$ cat config.mk
export PLATFORM = sky130hd
export DESIGN_NAME = tdm_demux
export DESIGN_NICKNAME = d
export VERILOG_FILES = /design/src/rtl/tdm_pkg.sv /design/src/rtl/tdm_slot_ctr.sv /design/src/rtl/tdm_demux.sv
export SDC_FILE = /design/constraint.sdc
export NUM_CORES = 1
export LEC_CHECK = 0
export BUFFER_PORTS_ARGS = -buffer_cell sky130_fd_sc_hd__buf_4
export CAP_MARGIN = 20
export CORE_MARGIN = 10
export CORE_UTILIZATION = 34
export DETAILED_ROUTE_END_ITERATION = 12
export GPL_TIMING_DRIVEN = 0
export PLACE_DENSITY = 0.63
export SLEW_MARGIN = 20
export SYNTH_ARGS = -nofsm -noshare
export SYNTH_HDL_FRONTEND = slang
export SYNTH_HIERARCHICAL = 1
export SYNTH_SLANG_ARGS = --single-unit
$ cat constraint.sdc
create_clock -name clk -period 3.8 [get_ports clk]
set_clock_uncertainty 0.15 [all_clocks]
set_input_delay 0.38 -clock clk [delete_from_list [all_inputs] [get_ports clk]]
set_output_delay 0.38 -clock clk [all_outputs]
set_load 0.03 [all_outputs]
$ cat src/rtl/tdm_pkg.sv
// Shared types and default sizing for the TDM mux/demux pair.
package tdm_pkg;

   localparam int unsigned TDM_NUM_CH = 4;
   localparam int unsigned TDM_DATA_W = 1;

   typedef enum logic {
      HUNT   = 1'b0,
      LOCKED = 1'b1
   } tdm_state_t;

endpackage : tdm_pkg

$ cat src/rtl/tdm_slot_ctr.sv
// Wrapping slot counter with enable, synchronous load and terminal-count flag.
module tdm_slot_ctr
   import tdm_pkg::*;
#(
   parameter  int unsigned NUM_CH = TDM_NUM_CH,
   localparam int unsigned SEL_W  = $clog2(NUM_CH)
) (
   input  logic             clk,
   input  logic             reset,
   input  logic             en_i,
   input  logic             load_i,
   input  logic [SEL_W-1:0] load_val_i,
   output logic [SEL_W-1:0] cnt_o,
   output logic             tc_c
);

   logic [SEL_W-1:0] cnt_q;
   logic [SEL_W-1:0] cnt_d;

   assign tc_c  = (cnt_q == SEL_W'(NUM_CH - 1));
   assign cnt_o = cnt_q;

   // Load wins over enable so a realignment can restart the count mid-frame.
   always_comb begin
      cnt_d = cnt_q;
      if (load_i) begin
         cnt_d = load_val_i;
      end else if (en_i) begin
         cnt_d = tc_c ? '0 : cnt_q + SEL_W'(1);
      end
   end

   always_ff @(posedge clk) begin
      if (reset) begin
         cnt_q <= '0;
      end else begin
         cnt_q <= cnt_d;
      end
   end

endmodule : tdm_slot_ctr

$ cat src/rtl/tdm_demux.sv
// TDM receive demultiplexer: locks to frame sync and publishes whole frames.
// Optional misaligned-sync checker enabled by TDM_DEMUX_SYNC_CHECK_EN.
module tdm_demux
   import tdm_pkg::*;
#(
   parameter  int unsigned NUM_CH = TDM_NUM_CH,
   parameter  int unsigned DATA_W = TDM_DATA_W,
   localparam int unsigned SEL_W  = $clog2(NUM_CH)
) (
   input  logic                     clk,
   input  logic                     reset,
   input  logic [DATA_W-1:0]        din,
   input  logic                     din_valid,
   input  logic                     sync,
   output logic [NUM_CH*DATA_W-1:0] dout,
   output logic                     frame_valid,
   output logic [NUM_CH-1:0]        ch_strobe,
   output logic [SEL_W-1:0]         sel,
   output logic                     locked,
   output logic                     sync_err
);

   tdm_state_t                 state_q, state_d;
   logic [DATA_W-1:0]          capture_q [NUM_CH];
   logic [DATA_W-1:0]          capture_d [NUM_CH];
   logic [NUM_CH*DATA_W-1:0]   dout_q, dout_d;
   logic                       frame_valid_q, frame_valid_d;
   logic [NUM_CH-1:0]          ch_strobe_q, ch_strobe_d;
   logic                       ctr_en, ctr_load, ctr_tc;
   logic                       wr_en;
   logic [SEL_W-1:0]           wr_idx;
`ifdef TDM_DEMUX_SYNC_CHECK_EN
   logic                       sync_err_q, sync_err_d;
`endif

   tdm_slot_ctr #(.NUM_CH(NUM_CH)) u_slot_ctr (
      .clk        (clk),
      .reset      (reset),
      .en_i       (ctr_en),
      .load_i     (ctr_load),
      .load_val_i (SEL_W'(1)),
      .cnt_o      (sel),
      .tc_c       (ctr_tc)
   );

   always_comb begin
      state_d       = state_q;
      capture_d     = capture_q;
      dout_d        = dout_q;
      frame_valid_d = 1'b0;
      ch_strobe_d   = '0;
      ctr_en        = 1'b0;
      ctr_load      = 1'b0;
      wr_en         = 1'b0;
      wr_idx        = sel;
`ifdef TDM_DEMUX_SYNC_CHECK_EN
      sync_err_d    = 1'b0;
`endif
      case (state_q)
         HUNT: begin
            if (din_valid && sync) begin
               wr_en    = 1'b1;
               wr_idx   = '0;
               ctr_load = 1'b1;
               state_d  = LOCKED;
            end
         end
         LOCKED: begin
            if (din_valid) begin
`ifdef TDM_DEMUX_SYNC_CHECK_EN
               // Early sync: drop the partial frame and restart at slot 0.
               if (sync && (sel != '0)) begin
                  sync_err_d = 1'b1;
                  wr_en      = 1'b1;
                  wr_idx     = '0;
                  ctr_load   = 1'b1;
               end else
`endif
               begin
                  wr_en  = 1'b1;
                  ctr_en = 1'b1;
                  // Last slot bypasses its capture so the frame publishes on this edge.
                  if (ctr_tc) begin
                     frame_valid_d = 1'b1;
                     for (int unsigned k = 0; k < NUM_CH; k++) begin
                        dout_d[k*DATA_W +: DATA_W] = (k == NUM_CH - 1) ? din : capture_q[k];
                     end
                  end
               end
            end
         end
      endcase
      if (wr_en) begin
         capture_d[wr_idx] = din;
         ch_strobe_d       = NUM_CH'(1) << wr_idx;
      end
   end

   always_ff @(posedge clk) begin
      if (reset) begin
         state_q       <= HUNT;
         capture_q     <= '{default: '0};
         dout_q        <= '0;
         frame_valid_q <= 1'b0;
         ch_strobe_q   <= '0;
      end else begin
         state_q       <= state_d;
         capture_q     <= capture_d;
         dout_q        <= dout_d;
         frame_valid_q <= frame_valid_d;
         ch_strobe_q   <= ch_strobe_d;
      end
   end

`ifdef TDM_DEMUX_SYNC_CHECK_EN
   always_ff @(posedge clk) begin
      if (reset) begin
         sync_err_q <= 1'b0;
      end else begin
         sync_err_q <= sync_err_d;
      end
   end
   assign sync_err = sync_err_q;
`else
   assign sync_err = 1'b0;
`endif

   assign dout        = dout_q;
   assign frame_valid = frame_valid_q;
   assign ch_strobe   = ch_strobe_q;
   assign locked      = (state_q == LOCKED);

endmodule : tdm_demux

Yosys cells after proc, flatten, opt, wreduce, memory -nomap -nowiden. Cells that the tools add are included.

$add $sub $neg: 1. $lt $le $gt $ge: 2. Eq/ne operators: 1. Shift-type cells: 1. Muxes and demuxes: 15. Bitwise gates (word level): 4. Reductions and logical operators: 7.

Operator list (number): $mux 1 (9); $mux 2 (3); $bwmux 4 (1); $reduce_or 2->1 (2); $shl 1x2->4 const A (1); $ge 3x3->1 const B (1); $lt 3x1->1 const B (1); $not 1->1 (3); $not 2->3 (1); $reduce_and 3->1 (1); $reduce_or 3->1 (1); $add 2x1->2 const B (1); $demux 1 s2 (1); $eq 2x2->1 const B (1); $logic_and 1x1->1 (2); $pmux 1 s2 (1); $reduce_bool 2->1 (1).

Flip-flop bits (word level): 16. Input bits: 5. Output and inout bits: 13. Word-level logic and storage cells: 41.

Depth between registers and ports, before layout.
Word-level depth: 9. Depth in mapped cells: 5. Depth with buffers taken out: 4.

Cells and area by module. The synthesis kept the hierarchy.

Modules (own cells, without submodules): tdm_demux (times used 1, cells an instance 49, area an instance 490.5 sq um, seq. area each 260.2 sq um); tdm_slot_ctr (times used 1, cells an instance 11, area an instance 116.4 sq um, seq. area each 40.0 sq um).

Worst setup path after synthesis. Ideal clock, no wire load.

Kind: reg2reg. Start point: reg state_q, in the netlist locked. End point: reg u_slot_ctr.cnt_q[0], in the netlist u_slot_ctr/cnt_o[0]. Setup time: 88 ps. Arrival: 1453 ps. Required time: 3562 ps. Path slack: 2109 ps. Cell stages (with the launch flop): 6. Clock period less this slack: 1691 ps. Path through: dfxtp_1 buf_2 nand2_2 inv_1 or3b_1 a311oi_2.

Cells in the longest elaborated chain, start to end: 2. Elaborated cells on any way between the ends: 4. Classes of those cells: mux (3); reduce/logical (1).

RTL lines: start: declaration (RTL line tdm_demux.sv:23) `tdm_state_t state_q, state_d;`; start signal: assignment (RTL line tdm_demux.sv:107) `state_q <= state_d;`; $mux 1 (RTL line tdm_demux.sv:59) `case (state_q)`; via ctr_en (RTL line tdm_demux.sv:29) `logic ctr_en, ctr_load, ctr_tc;`; $reduce_bool 2->1 (no source line); end signal: assignment (RTL line tdm_slot_ctr.sv:37) `cnt_q <= cnt_d;`; end: declaration (RTL line tdm_slot_ctr.sv:17) `logic [SEL_W-1:0] cnt_q;`.

The timed path passes the listed nets, and every way through them passes these cells. A chain may end at the register's enable or synchronous reset.

Worst setup path after layout.
Start point: reg u_slot_ctr.cnt_q[0], in the netlist u_slot_ctr/cnt_o[0]. End point: out sel[0].

RTL lines: end: declaration (RTL line tdm_demux.sv:18) `output logic [SEL_W-1:0] sel,`.

No word-level cell between the ends.

==> reports/results.txt <==
Sink Count - 15
Worst R2R Path Depth - 5
Initial antenna violation count - 0
Prevailing post-synth register cell - dfxtp_1
Met2 global-route usage - 9.872%
Multi-input logic area - 286.5 um^2
HPWL Detailed - 904 um
Maximum vdd drop - 0.1525 mV
# fillers - 169
CTS tree - yes
CP bufs+invs - 1
DRT Wirelength - 1.166 mm
Post-CTS Resized - 0
Static leakage - 0.0003779 uW
Layout net count - 88
GRT Util Overall - 6.202%
DR iter-0 viols - 18
Hold Path Class - primary input to register
Buffer count from post-CTS setup fixing - 0
Yosys warns - 6
WHS Path Cells - 2
Status - finished, final reports clean
Via-to-Cell Ratio - 4.264
Number of cells on the critical path - 1
Crit-path cells - buf_4
Power per cell area - 374.2 nW/um^2
I/O pin total - 18
Gate count after technology mapping - 60
CTS Root Cell - clkbuf_4
Fin crit period - 1535 ps
FFs w/ async S/R, synth - 0%
Synth Cell Area - 606.8 um^2
Crit path max fanout - 9
Routability Congestion - 0.6683
Vias in the first global route - 443
Layout cells sized above 1 - 30.86%
Largest net degree at the start of global routing - 11
DIE WIDTH - 62.25 um
Post-synthesis register bit count - 15
CP peak stage delay - 500 ps
CP arrival - 1010 ps
GR Util met3 - 2.509%
Register area - 300.3 um^2
Startpoint Class - register
Initial Utilization - 35.53%
Req. time, crit path - 3270 ps
Die height - 62.25 um
Htree depth - 1
Register area share after synthesis - 49.48%
Post-synth top area cell - dfxtp_1
Max Clock Freq - 651.3 MHz
Die ar. - 3874 um^2
Commonest non-fill, non-tap cell in the layout - buf_4
Syn Area/Cell - 10.11 um^2
First-pass DRT Iterations - 4
Yosys top cell area share - 49.48%
Critical-path top delay cell - dfxtp_1
Distinct cells, synth - 22
Setup CP Type - register to output pin
Total grt overflow - 0
Cell row count - 15
Clock slew at reported path FFs - 90 ps
Antenna-violating nets left - 0
Post-route setup TNS - 0 ps
Unrepaired setup endpoints after global routing - no
Final hold violations - 0
# diodes - 0
Layout area overhead - 29.90%
Max-cap violations - 0
Cts bufs inserted - 3
PortBufs - 16
Clk buf depth - 2
First-pass GRT wire length - 1.987 mm
Hold-fix buffers, CTS - 0
Pins Over Slew Limit - 0
Global-route met1 utilization - 6.524%
Core ar. - 1708 um^2
# setup viols final - 0
Period utilization - 40.41%
Routed wire length per instance - 11.00 um
WHS - 153.5 ps
Vias - 452
Skew-Pair Late Insertion Delay - 280 ps
Drt drc - 0
Worst Setup End Kind - output pin
Crit path max-delay family - flip-flops
Most frequent cells in the layout - buf_4, dfxtp_1, nor2_1, mux2i_1
Number of synthesized flops with an enable pin - 0
Main area contributors after synthesis - dfxtp_1, mux2i_1, nor2_1, nand2b_1, nor2b_1
Layer with the highest usage - met2
## worst paths after layout
kind	startpoint	to	slack [ps]
worst min-delay path	reset	u_slot_ctr/cnt_o[0]	150
worst min register to register	capture_q[3]	capture_q[3]	330
worst max register to register	locked	u_slot_ctr/cnt_o[0]	2270
worst max-delay path	u_slot_ctr/cnt_o[0]	sel[0]	2260
## sequential cells by signal, summed over array words and instances, names as in the netlist
signal / flops
capture_q: 3
u_slot_ctr/cnt_o: 2
frame_valid: 1
locked: 1
dout: 4
ch_strobe: 4
## through the flow
stage	total power, uW	instances	cell area [um^2]	util, %	setup slack (ps)
2_1_floorplan	194.3	61	610.6	-	2109
5_1_grt	307.7	106	788.3	46.15	2137
4_1_cts	297.2	106	788.3	46.15	2257
6_report	294.9	106	788.3	46.15	2265
3_5_place_dp	209.0	102	762.0	44.62	2268
3_3_place_gp	208.5	102	762.0	44.62	2294
## area by class of cell
cell class              count  area share (%)
flip-flops and latches     15           38.10
plain buffers               3           2.063
well taps                  25           3.968
clock buffers               4           3.333
multi-input cells          41           36.35
repair buffers             16           15.24
inverters                   2          0.9524
## metal layers
| metal | vias up | wire length [um] |
|---|---|---|
| met1 | 194 | 487 |
| met5 | - | 0 |
| met2 | 15 | 575 |
| met4 | 0 | 20 |
| li1 | 241 | - |
| met3 | 2 | 82 |
## synth_stat cells (2+ instances only)
cell,n
dfxtp_1,15
nor2_1,10
mux2i_1,8
nand2b_1,3
nor2b_1,3
conb_1,2
inv_1,2
nand2_1,2
nand4b_1,2
## where the power goes
group | internal (uW) | switching (uW) | leakage (uW) | total [uW]
Sequential | 161 | 5.23 | 0.000122 | 167
Combinational | 16.5 | 22.0 | 0.000241 | 38.5
Clock | 40.7 | 49.1 | 0.0000150 | 89.8
## cells by family (layout without fill, tap and decap cells)
kind of cell | count (synthesis) | count (layout) | share of synthesized area [%]
flops | 15 | 15 | 49.48
buf+inv | 5 | 25 | 3.917
fa+ha+maj | 1 | 1 | 2.062
compound gates | 4 | 4 | 7.216
simple gates | 25 | 25 | 22.89
other cells | 2 | 3 | 1.238
mux | 8 | 8 | 13.20
Note: power is estimated with default switching activity, not from simulation.
